--- src/rtl/bank_tally_scanner.sv ---
// Sweeps the counter bank read port and reduces it to max/argmax/sum/non-zero count.
// Ports: clk, rst, start in; datInR in (bank read data); addrR, busy, done, maxVal, maxAddr, sumVal, nzCount out.
module bank_tally_scanner #(
  parameter int BIT_ADDR = 4,
  parameter int BIT_DATO = 3
) (
  input  logic                         clk,
  input  logic                         rst,
  input  logic                         start,
  input  logic [BIT_DATO-1:0]          datInR,
  output logic [BIT_ADDR-1:0]          addrR,
  output logic                         busy,
  output logic                         done,
  output logic [BIT_DATO-1:0]          maxVal,
  output logic [BIT_ADDR-1:0]          maxAddr,
  output logic [BIT_DATO+BIT_ADDR-1:0] sumVal,
  output logic [BIT_ADDR:0]            nzCount
);

  localparam int SW = BIT_DATO + BIT_ADDR;
  localparam logic [BIT_ADDR-1:0] LAST = '1;

  typedef enum logic [1:0] {
    S_IDLE,
    S_SCAN,
    S_DONE
  } state_t;

  state_t state_q, state_d;

  logic [BIT_ADDR-1:0] idx_q, idx_d;

  logic [BIT_DATO-1:0] accMax_q, accMax_d;
  logic [BIT_ADDR-1:0] accAddr_q, accAddr_d;
  logic [SW-1:0]       accSum_q, accSum_d;
  logic [BIT_ADDR:0]   accNz_q, accNz_d;

  logic [BIT_DATO-1:0] maxVal_q, maxVal_d;
  logic [BIT_ADDR-1:0] maxAddr_q, maxAddr_d;
  logic [SW-1:0]       sumVal_q, sumVal_d;
  logic [BIT_ADDR:0]   nzCount_q, nzCount_d;
  logic                done_q, done_d;

  always_ff @(posedge clk or posedge rst) begin
    if (rst) begin
      state_q   <= S_IDLE;
      idx_q     <= '0;
      accMax_q  <= '0;
      accAddr_q <= '0;
      accSum_q  <= '0;
      accNz_q   <= '0;
      maxVal_q  <= '0;
      maxAddr_q <= '0;
      sumVal_q  <= '0;
      nzCount_q <= '0;
      done_q    <= 1'b0;
    end else begin
      state_q   <= state_d;
      idx_q     <= idx_d;
      accMax_q  <= accMax_d;
      accAddr_q <= accAddr_d;
      accSum_q  <= accSum_d;
      accNz_q   <= accNz_d;
      maxVal_q  <= maxVal_d;
      maxAddr_q <= maxAddr_d;
      sumVal_q  <= sumVal_d;
      nzCount_q <= nzCount_d;
      done_q    <= done_d;
    end
  end

  always_comb begin
    state_d   = state_q;
    idx_d     = idx_q;
    accMax_d  = accMax_q;
    accAddr_d = accAddr_q;
    accSum_d  = accSum_q;
    accNz_d   = accNz_q;
    maxVal_d  = maxVal_q;
    maxAddr_d = maxAddr_q;
    sumVal_d  = sumVal_q;
    nzCount_d = nzCount_q;
    done_d    = 1'b0;
    unique case (state_q)
      S_IDLE: begin
        idx_d = '0;
        if (start) begin
          state_d   = S_SCAN;
          accMax_d  = '0;
          accAddr_d = '0;
          accSum_d  = '0;
          accNz_d   = '0;
        end
      end
      S_SCAN: begin
        // strict compare keeps the lowest address on ties
        if (datInR > accMax_q) begin
          accMax_d  = datInR;
          accAddr_d = idx_q;
        end
        accSum_d = accSum_q + SW'(datInR);
        accNz_d  = accNz_q + {{BIT_ADDR{1'b0}}, |datInR};
        // natural wrap returns the read address to 0 for DONE
        idx_d    = idx_q + 1'b1;
        if (idx_q == LAST) begin
          state_d = S_DONE;
        end
      end
      S_DONE: begin
        maxVal_d  = accMax_q;
        maxAddr_d = accAddr_q;
        sumVal_d  = accSum_q;
        nzCount_d = accNz_q;
        done_d    = 1'b1;
        state_d   = S_IDLE;
      end
      default: begin
        state_d = S_IDLE;
        idx_d   = '0;
      end
    endcase
  end

  assign addrR   = idx_q;
  assign busy    = (state_q != S_IDLE);
  assign done    = done_q;
  assign maxVal  = maxVal_q;
  assign maxAddr = maxAddr_q;
  assign sumVal  = sumVal_q;
  assign nzCount = nzCount_q;

endmodule

--- config.mk ---
export PLATFORM = sky130hd
export DESIGN_NAME = bank_tally_scanner
export DESIGN_NICKNAME = d
export VERILOG_FILES = /design/src/rtl/bank_tally_scanner.sv
export SDC_FILE = /design/constraint.sdc
export NUM_CORES = 1
export LEC_CHECK = 0
export ABC_AREA = 1
export BUFFER_PORTS_ARGS = -buffer_cell sky130_fd_sc_hd__buf_2
export CAP_MARGIN = 20
export CORE_MARGIN = 8
export CORE_UTILIZATION = 40
export CTS_CLUSTER_SIZE = 40
export DETAILED_ROUTE_END_ITERATION = 8
export SLEW_MARGIN = 20
export SYNTH_ARGS = -nofsm -noshare
export SYNTH_HDL_FRONTEND = slang
export SYNTH_SLANG_ARGS = --single-unit
--- constraint.sdc ---
create_clock -name clk -period 1.47 [get_ports clk]
set_input_delay 0.147 -clock clk [delete_from_list [all_inputs] [get_ports clk]]
set_output_delay 0.147 -clock clk [all_outputs]
set_load 0.01 [all_outputs]
After elaboration in Yosys (flattened, before gate mapping). Cells that the tools add are included.

Equal/unequal tests: 6. Muxes and demuxes: 15. $lt $le $gt $ge: 1. Reduce and logical (&&, ||, !) cells: 7. Add/sub/neg operators: 3.

Operators by type and width (number): 4-bit case mux with 2 select lines (2); 7-bit case mux with 2 select lines (1); 5-bit case mux with 2 select lines (1); 4-bit two-way mux (2); 7-bit by 3-bit adder with 7-bit output (1); 7-bit two-way mux (1); 3-bit two-way mux (2); 2-bit != test (second input constant) (3); 3-bit case mux with 2 select lines (1); 5-bit by 1-bit adder with 5-bit output (1); 5-bit two-way mux (1); 4-bit by 1-bit adder with 4-bit output (second input constant) (1); 4-bit == test (second input constant) (1); 2-bit two-way mux (2); 2-bit case mux with 2 select lines (1); 2-bit AND reduction (2); 2-bit nonzero test (2); 3-bit > comparator (1); 3-bit AND reduction (1); 3-bit OR reduction (1); 2-bit by 1-bit == test with 1-bit output (second input constant) (1); 2-bit == test (second input constant) (1); 2-bit logical NOT (1); 1-bit two-way mux (1).

Logic and storage cells: 43. Bits in registers: 45. Output and inout port bits: 25.

Longest topological paths before layout. Gate-level depths: netlist of run 1.

Word-level depth: 3. Depth in mapped cells: 10.

Worst setup path after synthesis of run 1. OpenSTA, ideal clock, no wires.

Path type: register to register. From: register accSum_q[0]. To: register accSum_q[6]. Period minus slack after synthesis: 1437 ps. Arrival time: 1321 ps. Cell stages (with the launch flop): 10. Slack: 33 ps. Path buffers: 0. Path through: dfrtp_1 -> ha_1 -> inv_1 -> fa_1 -> inv_1 -> nand3_1 -> nand2_1 -> nand3_1 -> nor2_1 -> nor2_1.

Cells in the longest elaborated chain, start to end: 2.

RTL lines: start: declaration (line 35) `logic [SW-1:0] accSum_q, accSum_d;`; start signal: assignment (line 62) `accSum_q <= accSum_d;`; 7-bit by 3-bit adder with 7-bit output (line 101) `accSum_d = accSum_q + SW'(datInR);`; 7-bit case mux with 2 select lines (line 84) `unique case (state_q)`.

No other way between the ends. A chain may end at the register's enable or synchronous reset.

Worst setup path after layout of run 1. Ends and elaborated chain as after synthesis.

==> results of run 1 <==
## worst max-delay path: cells and delay by family, from the launching register on
family / cells / cell delay, ps
buf+inv: 2 / 110
simple gates: 5 / 370
fa+ha+maj: 2 / 510
flops: 1 / 350
## sequential cells by signal, indices dropped and copies added, names as in the netlist
signal,cells
state_q,2
addrR,4
maxAddr,4
accMax_q,3
maxVal,3
sumVal,7
accNz_q,5
nzCount,5
done,1
accAddr_q,4
accSum_q,7
## repair_timing
action | in CTS | in global routing
resized for setup | 5 | 9
setup endpoints to repair | 2 | 11
pin swaps | 2 | 5
hold buffers | 1 | 0
endpoints found under the hold margin | 7 | 0
setup buffers | 1 | 2
## stage by stage
stage	setup slack (ps)	setup TNS, ps	hold slack [ps]
global route	-101	-245	249
CTS	0.136	0	206
global placement	-30.0	-30.0	83.1
floorplan	32.5	0	363
detailed placement	-71.3	-120	80.8
finish	27.7	0	218
## logic make-up (layout without fill, tap and decap cells)
logic type                 after synthesis  count (layout)
adders and majority gates               10              10
xor gates and xnor gates                 2               2
buffers and inverters                   39              82
and+or+nand+nor                        116             116
DFF                                     45              45
AOI/OAI and AO/OA                       34              34
## placed cells by master (no fill, tap or decap), types with 6 or more instances in the layout
cell type / netlist / layout
sky130_fd_sc_hd__buf_2: 4 / 30
sky130_fd_sc_hd__inv_2: 3 / 6
sky130_fd_sc_hd__dfrtp_1: 45 / 45
sky130_fd_sc_hd__o21ai_0: 19 / 19
sky130_fd_sc_hd__nor2_1: 14 / 14
sky130_fd_sc_hd__nand3_1: 20 / 17
sky130_fd_sc_hd__o21ai_1: 7 / 7
sky130_fd_sc_hd__buf_4: 2 / 9
sky130_fd_sc_hd__nand2_1: 71 / 69
sky130_fd_sc_hd__inv_1: 29 / 25
sky130_fd_sc_hd__ha_1: 9 / 6
## report_power, final
group / leakage, nW / internal, mW / switching [mW]
Sequential: 0.540 / 1.82 / 0.361
Clock: 0.0450 / 0.329 / 0.393
Combinational: 0.752 / 1.04 / 1.45
Total: 1.34 / 3.19 / 2.20
## path summary, 6_finish.rpt
kind,end,slack (ps),cells after the start
min reg2reg,maxAddr[2]$_DFFE_PP0P_,470,2
min,accSum_q[5]$_DFFE_PP0P_,220,4
max reg2reg,accSum_q[6]$_DFFE_PP0P_,30,9
max,accSum_q[6]$_DFFE_PP0P_,30,9
max in group asynchronous,nzCount[0]$_DFFE_PP0P_,710,4
min in group asynchronous,nzCount[3]$_DFFE_PP0P_,310,3
## metal layers
layer  vias to the layer above  GRT usage (%)  routed length [um]
li1                        866              -                   -
met1                       769           16.2                2030
met2                        26           19.9                2140
met3                         5           3.53                 207
met4                         0           5.53                  82
met5                         -              0                   0
## synthesized netlist by cell type
| master | number |
|---|---|
| sky130_fd_sc_hd__nor4_1 | 1 |
| sky130_fd_sc_hd__nor3_1 | 1 |
| sky130_fd_sc_hd__nand2_1 | 71 |
| sky130_fd_sc_hd__buf_2 | 4 |
| sky130_fd_sc_hd__nand3_1 | 20 |
| sky130_fd_sc_hd__nand3b_1 | 1 |
| sky130_fd_sc_hd__xor2_1 | 1 |
| sky130_fd_sc_hd__inv_2 | 3 |
| sky130_fd_sc_hd__a21oi_1 | 4 |
| sky130_fd_sc_hd__inv_1 | 29 |
| sky130_fd_sc_hd__dfrtp_1 | 45 |
| sky130_fd_sc_hd__o21ai_0 | 19 |
| sky130_fd_sc_hd__o21ai_1 | 7 |
| sky130_fd_sc_hd__nand4_1 | 1 |
| sky130_fd_sc_hd__nor2_1 | 14 |
| sky130_fd_sc_hd__inv_6 | 1 |
| sky130_fd_sc_hd__ha_1 | 9 |
| sky130_fd_sc_hd__nand2_2 | 3 |
| sky130_fd_sc_hd__o22ai_1 | 4 |
| sky130_fd_sc_hd__buf_4 | 2 |
| sky130_fd_sc_hd__fa_1 | 1 |
| sky130_fd_sc_hd__nor2_4 | 1 |
| sky130_fd_sc_hd__nand2_4 | 3 |
| sky130_fd_sc_hd__xnor2_1 | 1 |
## area by class of cell
class,count,area [um2]
clock buffers,6,72.6
clock inverters,2,10.0
fillers,544,2550
inverters,33,129
multi-input cells,162,887
flip-flops and latches,45,1130
well taps,70,87.6
repair buffers,41,248
==> results.cfg, run 1 <==
[global_route]
grt_antenna_before_repair = 0
grt_usage_pct = 12.8
number_of_global_route_vias_before_repair = 1643
globalRoute.totalOverflow = 0
grt_first_pass_wirelength_um = 7830
pin_count_of_the_biggest_net_entering_global_routing = 25

[routing]
via_per_inst = 4.64
drtAntennaViolNets = 0
wl_per_cell_um = 12.4
routed-via-count = 1666
totalWireLength_um = 4460
first_pass_iters = 4
remaining_design_rule_violation_count = 0
dr.first_iter.drc_count = 86

[setup_path]
crit_path_max_incr_delay_ps = 350
cp_cell_sequence = ha_2, inv_2, fa_2, inv_2, nand3_2, nand2_2, nand3_2, nor2_1, nor2_1
timing.rr.start = accSum_q[0]$_DFFE_PP0P_
worst-endpoint-required_ps = 1670
path_class = register to register
signal_arrival_time_at_the_worst_endpoint_ps = 1640
crit_start = accSum_q[0]$_DFFE_PP0P_
crit_path_top_delay_cell = sky130_fd_sc_hd__dfrtp_1
cp-end-kind = register
crit_path_start_kind = register
critPathMaxFanout = 2

[logic_synthesis]
synth_top_family_by_area = simple AND/OR/NAND/NOR gates
netlist_top_cells_area = sky130_fd_sc_hd__dfrtp_1 53%, sky130_fd_sc_hd__nand2_1 13%, sky130_fd_sc_hd__ha_1 5.3%
synthesized_area_fraction_occupied_by_ao_oa_aoi_and_oai_cells_pct = 8.25
post_synth_and_or_nand_nor_area_fraction_pct = 23.9
postSynthRegisterBits = 45
syn_nets = 262
distinct_cell_type_count_after_synthesis = 24
syn-mean-instance-area_um2 = 8.63
post_synth_xor_area_fraction_pct = 0.825
yosysTopAreaCellShare_pct = 53.0
synthCells = 246
synthMuxAreaShare_pct = 0
synth.yosys.seq_area_share_pct = 53.0
synth.yosys.warnings = 0
synth_top_cell_by_area = sky130_fd_sc_hd__dfrtp_1
post_synth_instance_area_um2 = 2120
synth-adder-area-share_pct = 6.25

[clocking]
clk_pin_slew_ps = 80
h-tree-depth = 2
cts_buffers = 5
clockRootBuffer = sky130_fd_sc_hd__clkbuf_8
ctsLongestPathBuffers = 2
clk_latency_ps = 300
clock_sink_count = 45
tritoncts_clock_tree = built

[power]
total_power_mw = 5.39
max-vdd-ir-drop_uv = 574
power.density_cell_area_nw_per_um2 = 2110
cellLeakagePower_nw = 1.34

[floorplanning]
core_area_um2 = 5110
design.portCount = 31
die_outline_height_um = 88.9
rows = 26
die_width_um = 88.9
start_util_pct = 41.6
design.die.area_um2 = 7900

[timing]
finalCritPeriodShare_pct = 98.1
setup-violations-final = 0
final_hold_viol_count = 0
post-route-min-period_ps = 1440
maximum_clock_skew_at_final_layout_ps = 5.57
slew_viol_final = 0
fmaxAchievable_ghz = 0.693
slew_headroom_pct = 77.3
worst_pin_slew_ps = 338
rsz0062_at_grt = true

[final_layout]
finish.cell_count_without_fillers = 359
layout.nets = 304
post_route_cells_drive_above_1_share_pct = 24.6
insertedDiodeCount = 0
final_design_area_no_fill_um2 = 2560
syn_to_final_growth_pct = 20.6
final_core_utilization_pct = 50.1

[placement]
place_hpwl_um = 3240
placed_cells_incl_taps = 347
placed_cell_area_um2 = 2390
finalWeightedCongestion = 0.794
port_buffers = 30

[worst_hold_path]
timing.hold.worst.class = input port to register
hold_start = start

[run]
cap_violations = 0

[status]
run_status = completed
(Power assumes the default switching activity.)
==> run 2: changes to the inputs <==
--- a/config.mk
+++ b/config.mk
@@ -9,7 +9,7 @@
 export BUFFER_PORTS_ARGS = -buffer_cell sky130_fd_sc_hd__buf_2
 export CAP_MARGIN = 20
 export CORE_MARGIN = 8
-export CORE_UTILIZATION = 40
+export CORE_UTILIZATION = 25
 export CTS_CLUSTER_SIZE = 40
 export DETAILED_ROUTE_END_ITERATION = 8
 export SLEW_MARGIN = 20
==> results.cfg, run 2 (synthesis results as in run 1) <==
[power]
max-vdd-ir-drop_uv = 460
cell_internal_pwr_mw = 3.21
cellLeakagePower_nw = 1.34
power.density_cell_area_nw_per_um2 = 2080
clkPwrFrac_pct = 13.4
share_comb_of_total_power_pct = 46.4
power.share.sequential_pct = 40.2
p_switching_mw = 2.21
p_sw_share_pct = 40.7

[worst_hold_path]
hold_start = start
hold-path-cell-count = 4
timing.hold.worst.class = input port to register
timing.hold.worst_endpoint = accSum_q[5]$_DFFE_PP0P_

[clocking]
clk_pin_slew_ps = 80
h-tree-depth = 2
clk_latency_ps = 290
cts_buffers = 5
clock_sink_count = 45
tritoncts_clock_tree = built
clockRootBuffer = sky130_fd_sc_hd__clkbuf_8
ctsLongestPathBuffers = 2

[floorplanning]
design.portCount = 31
rows = 33
start_util_pct = 25.8
die_width_um = 108
die_outline_height_um = 108
design.die.area_um2 = 11700
core_area_um2 = 8220

[setup_path]
worst-endpoint-required_ps = 1660
signal_arrival_time_at_the_worst_endpoint_ps = 1700
worst_r2r_endpoint = accSum_q[6]$_DFFE_PP0P_
critPathMaxFanout = 2
worst_r2r_path_depth = 9
timing.rr.start = accSum_q[0]$_DFFE_PP0P_
cp-end-kind = register
crit_path_start_kind = register
rrSetupSlack_ps = -40
path_class = register to register

[timing]
fmaxAchievable_ghz = 0.662
worst_pin_slew_ps = 297
rsz0062_at_grt = true
slew_viol_final = 0
setup-violations-final = 1
post-route-min-period_ps = 1510
final_hold_viol_count = 0
maximum_clock_skew_at_final_layout_ps = 5.91
setup_ws_ps = -41.1
slew_headroom_pct = 80.2
finalCritPeriodShare_pct = 103

[final_layout]
post_route_cells_drive_above_1_share_pct = 22.5
final_common_cell = sky130_fd_sc_hd__nand2_1
syn_to_final_growth_pct = 22.7
finish.cell_count_without_fillers = 394
insertedDiodeCount = 0
layout.nets = 304
layout.cells.most_common_list = 70 x sky130_fd_sc_hd__nand2_1, 45 x sky130_fd_sc_hd__dfrtp_1, 30 x sky130_fd_sc_hd__buf_2
final_core_utilization_pct = 31.7

[global_route]
grt_first_pass_wirelength_um = 7910
grt_usage_pct = 8.45
groute.layer.met2.usage_pct = 14.3
globalRoute.totalOverflow = 0
grt_busiest_layer = met2
pin_count_of_the_biggest_net_entering_global_routing = 46
grt.met3_usage_pct = 3.09
grt_antenna_before_repair = 0
number_of_global_route_vias_before_repair = 1691
grtUsageMet1_pct = 9.32

[placement]
place_hpwl_um = 3370
placed_cells_incl_taps = 382
port_buffers = 30
finalWeightedCongestion = 0.748

[status]
run_status = complete, but fails checks
failing_checks = setup timing

[routing]
drtAntennaViolNets = 0
via_per_inst = 4.28
dr.first_iter.drc_count = 145
wl_per_cell_um = 12.0
first_pass_iters = 4
routed-via-count = 1686
totalWireLength_um = 4720
remaining_design_rule_violation_count = 0

[run]
cap_violations = 0
[run 2: worst max path at each step]
| stage | startpoint | to | slack [ps] |
|---|---|---|---|
| after floorplan | accSum_q[0]$_DFFE_PP0P_ | accSum_q[6]$_DFFE_PP0P_ | 30 |
| after global placement | accSum_q[0]$_DFFE_PP0P_ | accSum_q[6]$_DFFE_PP0P_ | 0.7 |
| after detailed placement | accSum_q[0]$_DFFE_PP0P_ | accSum_q[6]$_DFFE_PP0P_ | -120 |
| after CTS | accSum_q[0]$_DFFE_PP0P_ | accSum_q[6]$_DFFE_PP0P_ | -70 |
| after global routing | accSum_q[0]$_DFFE_PP0P_ | accSum_q[6]$_DFFE_PP0P_ | -140 |
| final | accSum_q[0]$_DFFE_PP0P_ | accSum_q[6]$_DFFE_PP0P_ | -40 |
[run 2: layout make-up]
type,instances,area [um2]
multi-input combinational,162,866
clock buffer,8,80.1
timing repair buffer,41,273
inverter,33,129
sequential,45,1130
tap,105,131
fill,861,5610
[run 2: metal layers]
layer  wire length (um)  share of wire, %
met5                  0                 0
met4                104               2.2
met3                262               5.6
met2               2270                48
met1               2090                44
[run 2: timing repair]
action	in CTS	in global routing
buffers inserted	1	2
cloned	0	0
gates resized for setup	7	2
hold endpoints to repair	45	0
endpoints found under the setup margin	2	11
hold buffers	1	0
pin swaps	3	4
[run 2: worst max-delay path, stage by stage, from the launching register on]
cell,delay (ps)
sky130_fd_sc_hd__dfrtp_1,360
sky130_fd_sc_hd__ha_2,190
sky130_fd_sc_hd__inv_2,40
sky130_fd_sc_hd__fa_2,320
sky130_fd_sc_hd__inv_2,70
sky130_fd_sc_hd__nand3_2,70
sky130_fd_sc_hd__nand2_2,90
sky130_fd_sc_hd__nand3_2,70
sky130_fd_sc_hd__nor2_1,120
sky130_fd_sc_hd__nor2_1,60
[run 2: power groups by stage]
stage | clock network [mW] | logic (mW) | registers, mW
floorplan | 0 | 1.47 | 2.30
global route | 0.819 | 2.86 | 2.27
global placement | 0 | 2.32 | 2.19
CTS | 0.763 | 2.43 | 2.18
detailed placement | 0 | 2.37 | 2.20
finish | 0.728 | 2.51 | 2.18
[run 2: stage by stage]
stage	power (mW)	hold slack (ps)	setup slack [ps]	area [um2]	setup TNS [ps]
floorplan	3.77	363	32.5	2120	0
global placement	4.50	205	0.713	2450	0
detailed placement	4.57	208	-123	2450	-145
CTS	5.37	213	-67.6	2560	-67.6
global route	5.95	261	-139	2610	-284
finish	5.42	210	-41.1	2610	-41.1
